--- config.mk ---
export PLATFORM = sky130hd
export DESIGN_NAME = fifo_wptr_full_flat
export DESIGN_NICKNAME = d
export VERILOG_FILES = /design/src/rtl/async_fifo_pkg.sv /design/src/rtl/fifo_wptr_full_if.sv /design/src/rtl/sync_2ff.sv /design/src/rtl/fifo_wptr_full.sv /design/src/flat_wrapper.sv
export SDC_FILE = /design/constraint.sdc
export NUM_CORES = 1
export LEC_CHECK = 0
export BUFFER_PORTS_ARGS = -buffer_cell sky130_fd_sc_hd__buf_2
export CAP_MARGIN = 40
export CORE_ASPECT_RATIO = 0.9
export CORE_MARGIN = 2
export CORE_UTILIZATION = 54
export DETAILED_ROUTE_END_ITERATION = 7
export GPL_TIMING_DRIVEN = 0
export HOLD_SLACK_MARGIN = 0.12
export PLACE_DENSITY = 0.8
export SLEW_MARGIN = 20
export SYNTH_ARGS = -nofsm -noshare
export SYNTH_HDL_FRONTEND = slang
export SYNTH_SLANG_ARGS = --single-unit
--- constraint.sdc ---
create_clock -name clk_w_i -period 5.16 [get_ports clk_w_i]
set_input_delay 0.258 -clock clk_w_i [delete_from_list [all_inputs] [get_ports clk_w_i]]
set_output_delay 0.258 -clock clk_w_i [all_outputs]
set_load 0.05 [all_outputs]
--- src/rtl/async_fifo_pkg.sv ---
// Shared async-FIFO helpers: pointer width rule and Gray/binary conversion.
// Functions work at MAX_PTR_WIDTH bits; callers zero-extend in and truncate out.
package async_fifo_pkg;

  localparam int MAX_PTR_WIDTH = 32;

  function automatic int ptr_width(input int addr_width);
    return addr_width + 1;
  endfunction

  function automatic logic [MAX_PTR_WIDTH-1:0] bin2gray(input logic [MAX_PTR_WIDTH-1:0] bin);
    return bin ^ (bin >> 1);
  endfunction

  function automatic logic [MAX_PTR_WIDTH-1:0] gray2bin(input logic [MAX_PTR_WIDTH-1:0] gray);
    logic [MAX_PTR_WIDTH-1:0] bin;
    bin[MAX_PTR_WIDTH-1] = gray[MAX_PTR_WIDTH-1];
    for (int i = MAX_PTR_WIDTH - 2; i >= 0; i--) begin
      bin[i] = bin[i+1] ^ gray[i];
    end
    return bin;
  endfunction

endpackage

--- src/rtl/fifo_wptr_full_if.sv ---
// Write-side bus of the async FIFO: request, remote read pointer and status.
// master drives requests (upstream / bench), slave is the pointer controller.
interface fifo_wptr_full_if #(
  parameter int ADDR_WIDTH = 8
);
  logic                  w_inc_i;
  logic [ADDR_WIDTH:0]   r_ptr_gray_i;
  logic                  w_clk_en_o;
  logic                  w_full_o;
  logic [ADDR_WIDTH-1:0] w_addr_o;
  logic [ADDR_WIDTH:0]   w_ptr_gray_o;
  logic                  w_almost_full_o;
  logic [ADDR_WIDTH:0]   w_level_o;

  modport master (
    output w_inc_i, r_ptr_gray_i,
    input  w_clk_en_o, w_full_o, w_addr_o, w_ptr_gray_o, w_almost_full_o, w_level_o
  );

  modport slave (
    input  w_inc_i, r_ptr_gray_i,
    output w_clk_en_o, w_full_o, w_addr_o, w_ptr_gray_o, w_almost_full_o, w_level_o
  );
endinterface

--- src/rtl/sync_2ff.sv ---
// Two-flop synchronizer for a Gray-coded bus; two destination-clock cycles of latency.
// Only safe for buses where at most one bit changes between source updates.
module sync_2ff #(
  parameter int WIDTH = 9
) (
  input  logic             clk,
  input  logic             rst_n,
  input  logic [WIDTH-1:0] d,
  output logic [WIDTH-1:0] q
);

  logic [WIDTH-1:0] q1;

  always_ff @(posedge clk or negedge rst_n) begin
    if (!rst_n) begin
      q1 <= '0;
      q  <= '0;
    end else begin
      q1 <= d;
      q  <= q1;
    end
  end

endmodule

--- src/rtl/fifo_wptr_full.sv ---
// Write-domain pointer/full controller: binary address + gated enable for the memory,
// Gray pointer out to the read side, registered full/almost-full/level from the synced read pointer.
module fifo_wptr_full
  import async_fifo_pkg::*;
#(
  parameter int ADDR_WIDTH = 8,
  parameter int AF_MARGIN  = 4
) (
  input logic              clk_w_i,
  input logic              rst_w_ni,
  fifo_wptr_full_if.slave  bus
);

  localparam int PW    = ptr_width(ADDR_WIDTH);
  localparam int DEPTH = 1 << ADDR_WIDTH;
  localparam logic [PW-1:0] AF_THRESH = PW'(DEPTH - AF_MARGIN);
  // Full pattern: write pointer exactly one lap ahead, i.e. top two Gray bits inverted.
  localparam logic [PW-1:0] FULL_FLIP = {2'b11, {(PW-2){1'b0}}};

  logic [PW-1:0] wbin;
  logic [PW-1:0] wgray;
  logic [PW-1:0] rq2;
  logic          full_q;
  logic          af_q;
  logic [PW-1:0] level_q;

  logic          w_clk_en;
  logic [PW-1:0] wbin_next;
  logic [PW-1:0] wgray_next;
  logic [PW-1:0] rbin_sync;
  logic [PW-1:0] level_next;
  logic          full_next;
  logic          af_next;

  sync_2ff #(
    .WIDTH (PW)
  ) u_rptr_sync (
    .clk   (clk_w_i),
    .rst_n (rst_w_ni),
    .d     (bus.r_ptr_gray_i),
    .q     (rq2)
  );

  always_comb begin
    w_clk_en   = bus.w_inc_i & ~full_q;
    wbin_next  = wbin + PW'(w_clk_en);
    wgray_next = PW'(bin2gray(MAX_PTR_WIDTH'(wbin_next)));
    rbin_sync  = PW'(gray2bin(MAX_PTR_WIDTH'(rq2)));
    level_next = wbin_next - rbin_sync;
    full_next  = (wgray_next == (rq2 ^ FULL_FLIP));
    af_next    = (level_next >= AF_THRESH);
  end

  always_ff @(posedge clk_w_i or negedge rst_w_ni) begin
    if (!rst_w_ni) begin
      wbin    <= '0;
      wgray   <= '0;
      full_q  <= 1'b0;
      af_q    <= 1'b0;
      level_q <= '0;
    end else begin
      wbin    <= wbin_next;
      wgray   <= wgray_next;
      full_q  <= full_next;
      af_q    <= af_next;
      level_q <= level_next;
    end
  end

  assign bus.w_clk_en_o      = w_clk_en;
  assign bus.w_full_o        = full_q;
  assign bus.w_addr_o        = wbin[ADDR_WIDTH-1:0];
  assign bus.w_ptr_gray_o    = wgray;
  assign bus.w_almost_full_o = af_q;
  assign bus.w_level_o       = level_q;

endmodule

--- src/flat_wrapper.sv ---
// flat-port wrapper written by rule: the top's interface ports become plain ports
module fifo_wptr_full_flat import async_fifo_pkg::*;
#(
  parameter int ADDR_WIDTH = 8,
  parameter int AF_MARGIN  = 4
)
  (clk_w_i, rst_w_ni, bus_w_inc_i, bus_r_ptr_gray_i, bus_w_clk_en_o, bus_w_full_o, bus_w_addr_o, bus_w_ptr_gray_o, bus_w_almost_full_o, bus_w_level_o);
  fifo_wptr_full_if #(.ADDR_WIDTH(ADDR_WIDTH)) bus_i ();
  input logic clk_w_i;
  input logic rst_w_ni;
  input wire logic [$bits(bus_i.w_inc_i)-1:0] bus_w_inc_i;
  input wire logic [$bits(bus_i.r_ptr_gray_i)-1:0] bus_r_ptr_gray_i;
  output wire logic [$bits(bus_i.w_clk_en_o)-1:0] bus_w_clk_en_o;
  output wire logic [$bits(bus_i.w_full_o)-1:0] bus_w_full_o;
  output wire logic [$bits(bus_i.w_addr_o)-1:0] bus_w_addr_o;
  output wire logic [$bits(bus_i.w_ptr_gray_o)-1:0] bus_w_ptr_gray_o;
  output wire logic [$bits(bus_i.w_almost_full_o)-1:0] bus_w_almost_full_o;
  output wire logic [$bits(bus_i.w_level_o)-1:0] bus_w_level_o;
  assign bus_i.w_inc_i = bus_w_inc_i;
  assign bus_i.r_ptr_gray_i = bus_r_ptr_gray_i;
  assign bus_w_clk_en_o = bus_i.w_clk_en_o;
  assign bus_w_full_o = bus_i.w_full_o;
  assign bus_w_addr_o = bus_i.w_addr_o;
  assign bus_w_ptr_gray_o = bus_i.w_ptr_gray_o;
  assign bus_w_almost_full_o = bus_i.w_almost_full_o;
  assign bus_w_level_o = bus_i.w_level_o;
  fifo_wptr_full #(.ADDR_WIDTH(ADDR_WIDTH), .AF_MARGIN(AF_MARGIN)) u_core (.clk_w_i(clk_w_i), .rst_w_ni(rst_w_ni), .bus(bus_i));
endmodule
# After elaboration in Yosys (flattened, before gate mapping)
# Index checks and enable logic that the tools add are counted.
# totals
register_bits	47
inputBits	12
out_inout_bits	29
word_cells	23
# classes
add_sub_neg	2
magnitude_cmp	1
eq_ne	1
bitwise_logic	12
# op_table
operator	count
$add 9x1->9	1
$eq 9x9->1	1
$ge 9x8->1 const B	1
$sub 9x9->9	1
$xor 9x8->9	1
$xor 1x1->1	8
$not 2->2	1
$and 1x1->1	1
$not 1->1	1

# Longest topological paths before layout
# depth
depth_word	10
mapped_depth	15
ltp_nobuf	15

# Hierarchy
# A second synthesis with hierarchy kept.
# hier_totals
cells_unflattened	159
hier_area_um2	2042.0
# by_module_without_submodules
mod	n_inst	cells_per_inst	area_each_um2	seq_area_each_um2
fifo_wptr_full	1	141	1591.5	700.7
sync_2ff	1	18	450.4	450.4

# Worst setup path before layout
# OpenSTA, ideal clock, no wires.
# synth_timing
path_type	reg2reg
from	register u_core.full_q (netlist: u_core.bus.w_full_o)
to	register u_core.af_q (netlist: u_core.bus.w_almost_full_o)
setup_time_ns	0.120
arrival_time_ns	3.617
required_time_ns	5.040
slack_ns	1.422
stages_incl_launch_ff	13
n_path_buf	0
period_less_slack_ns	3.738
path_cell_list	dfrtp_1 > nor2b_1 > ha_1 > ha_1 > xnor2_1 > inv_1 > ha_1 > a211oi_1 > o21ai_0 > a21o_1 > a21oi_1 > xor2_1 > a41o_1
# synth_between
elab_chain_cells	5
# synth_lines
item	line	rtl
start, declared	fifo_wptr_full.sv:23	logic full_q;
start signal, assigned	fifo_wptr_full.sv:64	full_q <= full_next;
$not 1->1	fifo_wptr_full.sv:45	w_clk_en = bus.w_inc_i & ~full_q;
$and 1x1->1	fifo_wptr_full.sv:45	
named net bus_w_clk_en_o	flat_wrapper.sv:13	output wire logic [$bits(bus_i.w_clk_en_o)-1:0] bus_w_clk_en_o;
$add 9x1->9	fifo_wptr_full.sv:46	wbin_next = wbin + PW'(w_clk_en);
named net u_core.wbin_next[2]	fifo_wptr_full.sv:28	logic [PW-1:0] wbin_next;
$sub 9x9->9	fifo_wptr_full.sv:49	level_next = wbin_next - rbin_sync;
named net u_core.level_next[8]	fifo_wptr_full.sv:31	logic [PW-1:0] level_next;
$ge 9x8->1	fifo_wptr_full.sv:51	af_next = (level_next >= AF_THRESH);
named net u_core.af_next	fifo_wptr_full.sv:33	logic af_next;
end signal, assigned	fifo_wptr_full.sv:65	af_q <= af_next;
end, declared	fifo_wptr_full.sv:24	logic af_q;
# The timed path passes the listed nets, and every way through them passes these cells.

# Worst setup path after layout
# layout_timing
from	register u_core.u_rptr_sync.q[8]
to	register u_core.af_q (netlist: u_core.bus.w_almost_full_o)
# layout_between
elab_chain_cells	10
# layout_lines
item	line	rtl
start, declared	sync_2ff.sv:9	output logic [WIDTH-1:0] q
start signal, assigned	sync_2ff.sv:20	q <= q1;
$xor 1x1->1 (8 in a row)	async_fifo_pkg.sv:19	bin[i] = bin[i+1] ^ gray[i];
$sub 9x9->9 *	fifo_wptr_full.sv:49	
named net u_core.level_next[8]	fifo_wptr_full.sv:31	
$ge 9x8->1 *	fifo_wptr_full.sv:51	
named net u_core.af_next	fifo_wptr_full.sv:33	
# Mark *: on every way through the listed nets, which the timed path passes. The rest lies on a longest branch.

==> run summary <==
outcome: complete, no violations
post-cts sizing count: 0
CTS tree: built
CP Cell Sequence: xnor3_2 -> xor2_2 -> xnor3_2 -> xor2_2 -> xor2_2 -> xnor2_1 -> ha_1 -> inv_1 -> fa_1 -> a211oi_1 -> o21ai_0 -> a21o_1 -> a21oi_1 -> xor2_1 -> a41o_1
Setup TNS: 0 ns
cell repeated most along the worst path: xor2_2
critical path endpoint category: flop
share of cells above drive strength 1: 26.0%
per-cell routed wire length: 14.3 um
Clock Latency Late Sink: 0.30 ns
Clock Sinks: 46
Ports: 41
Setup WS post-layout: 1.07 ns
syn avg cell area: 12.8 um^2
grt ovf: 0
H-tree lvl count: 2
top post-synthesis cells by area: dfrtp_1 56%, xnor2_1 7.7%, ha_1 6.1%, xor2_1 5.5%, xor2_2 2.4%
most common cell after layout, fill and taps aside: dfrtp_1
drt initial violations: 77
final hold viol count: 0
Data arrival, critical path: 4.28 ns
# rows: 21
Worst Max-Slew Pin Slew: 0.585 ns
fmax: 244 MHz
Rel. slew slack: 60.7%
CP Depth: 15
Vias: 1336
crit path launch type: flop
FF-to-FF End: u_core.bus.w_almost_full_o
clock buffers created by TritonCTS: 5
Inserted Diodes: 0
initial antenna violation count: 0
Via-to-Cell Ratio: 5.04
commonest non-fill, non-tap cells in the layout: 46 x dfrtp_1, 40 x buf_2, 18 x xnor2_1
largest net degree at the start of global routing: 27
Die ar.: 4310 um^2
Unique masters post-synth: 32
crit path kind: flop to flop
DP HPWL: 2720 um
reg-to-reg critical path startpoint: u_core.u_rptr_sync.q[8]
vias in the first global route: 1398
CTS root buf: clkbuf_8
1st-pass router iterations: 4
FF-to-FF path depth: 15
Yosys top cell by area: dfrtp_1
initial core utilization: 55.9%
Seq cells post-synth: 46
Warnings, synthesis: 0
core footprint: 3680 um^2
largest buffer count on any clock path: 2
Crit path largest cell delay: 0.48 ns
max-slew violations: 0
Seq/Total Area, Yosys: 56.0%
Final setup viols: 0
final WL: 3800 um
RSZ-0062 raised after global routing: no
Worst path slowest cell: xnor3_2
Worst setup endpoint: u_core.bus.w_almost_full_o
Final min period: 4.09 ns
Buf/Inv on CP: 1
Tot GR Track Use: 19.3%
reg2reg setup slack: 1.07 ns
pre-CTS setup slack: 1.12 ns
Syn Nets: 183
Final Skew: 0.00513 ns
first-pass GRT wire length: 6410 um
top cell type's share of synthesized area: 56.0%
worst hold path type: flop to flop
Mapped Area: 2050 um^2
required time worst endpoint: 5.35 ns
crit-path max FO: 3
Port Buf Inserts: 40
top cell family by delay on the critical path: XOR/XNOR gates
die height: 62.5 um
Placer Congestion: 0.769
area growth from synthesis to layout: 25.7%
max-cap viol count: 0
critical path startpoint: u_core.u_rptr_sync.q[8]
synthesized instance count: 160
Die Width: 69.0 um
Final period util: 79.3%
antenna-violating nets left: 0
nets: 241
drc violations: 0
clock transition at the registers of the reported paths: 0.08 ns
## through the flow
stage,hold WS [ns],util [%],cells,area (um^2)
after floorplan,-0.0376,-,160,2050
after global placement,0.332,62.9,246,2310
after detailed placement,0.248,63.6,247,2340
after CTS,0.353,70.2,265,2580
after global routing,0.361,70.2,265,2580
final,0.352,70.2,265,2580
## per-layer routing
layer  vias to the layer above  GRT usage [%]  routed length, um
li1                        649              -                  -
met1                       651           22.6               1590
met2                        30           33.8               1980
met3                         6           5.65                175
met4                         0           6.62                 56
met5                         -              0                  0
## Yosys cell counts
cell       instances
dfrtp_1           46
xnor2_1           18
xor2_1            13
nor2_1            11
ha_1              10
inv_1              8
nand2_1            6
a21oi_1            5
nand3_1            5
o21ai_0            5
a21o_1             3
xor2_2             3
a211oi_1           2
nand2b_1           2
nor2b_1            2
nor3_1             2
o21a_1             2
or3_1              2
xnor3_2            2
a2111oi_2          1
a21boi_0           1
a22oi_1            1
a31oi_1            1
a41o_1             1
and2_1             1
and3_1             1
buf_6              1
fa_1               1
mux2_2             1
mux2i_1            1
o31ai_1            1
xnor3_1            1
## timing repair
| item | in CTS | in global routing |
|---|---|---|
| endpoints found under the hold margin | 29 | 0 |
| hold buffers | 10 | 0 |
| buffers inserted | 0 | 0 |
## worst register-to-register path: cells and delay by family (launching register included)
family / cells / cell delay [ns]
AO/OA/AOI/OAI: 5 / 1.11
flip-flops: 1 / 0.41
adder cells (fa/ha/maj): 2 / 0.62
XOR/XNOR: 7 / 1.77
buffers and inverters: 1 / 0.06
## layout make-up
cell class                      instances  area [um^2]
Inverter                                8         30.0
Sequential cell                        46         1150
Buffer                                  1         11.3
Multi-Input combinational cell        105          862
Fill cell                             257         1100
Clock buffer                            6         82.6
Timing Repair Buffer                   51          328
Tap cell                               46         57.6
Clock inverter                          2         60.1
## sequential cells by signal, indices dropped and copies added, names as in the netlist
name,flops
u_core.bus.w_almost_full_o,1
u_core.bus.w_full_o,1
u_core.bus.w_level_o,9
u_core.bus.w_ptr_gray_o,8
u_core.u_rptr_sync.q,9
u_core.u_rptr_sync.q1,9
u_core.wbin,9
## logic make-up after synthesis
kind of cell	synth area share [%]
and+or+nand+nor	7.25
muxes	1.04
adders and majority gates	7.06
xor gates and xnor gates	19.0
AOI/OAI and AO/OA	7.61
DFF	56.0
buffers and inverters	2.01
## how the worst min path moves through the flow
stage / depth (start not counted) / to / slack [ns] / startpoint
final: 0 / u_core.u_rptr_sync.q[1] / 0.35 / u_core.u_rptr_sync.q1[1]
after global routing: 0 / u_core.u_rptr_sync.q[5] / 0.36 / u_core.u_rptr_sync.q1[5]
after detailed placement: 1 / u_core.bus.w_level_o[4] / 0.25 / rst_w_ni
after CTS: 0 / u_core.u_rptr_sync.q[1] / 0.35 / u_core.u_rptr_sync.q1[1]
after global placement: 0 / u_core.u_rptr_sync.q[7] / 0.33 / u_core.u_rptr_sync.q1[7]
after floorplan: 0 / u_core.bus.w_almost_full_o / -0.04 / rst_w_ni
Power is left out: the tool's default activity adds up to more than one toggle a clock period on the data nets, which glitch-free logic cannot reach.
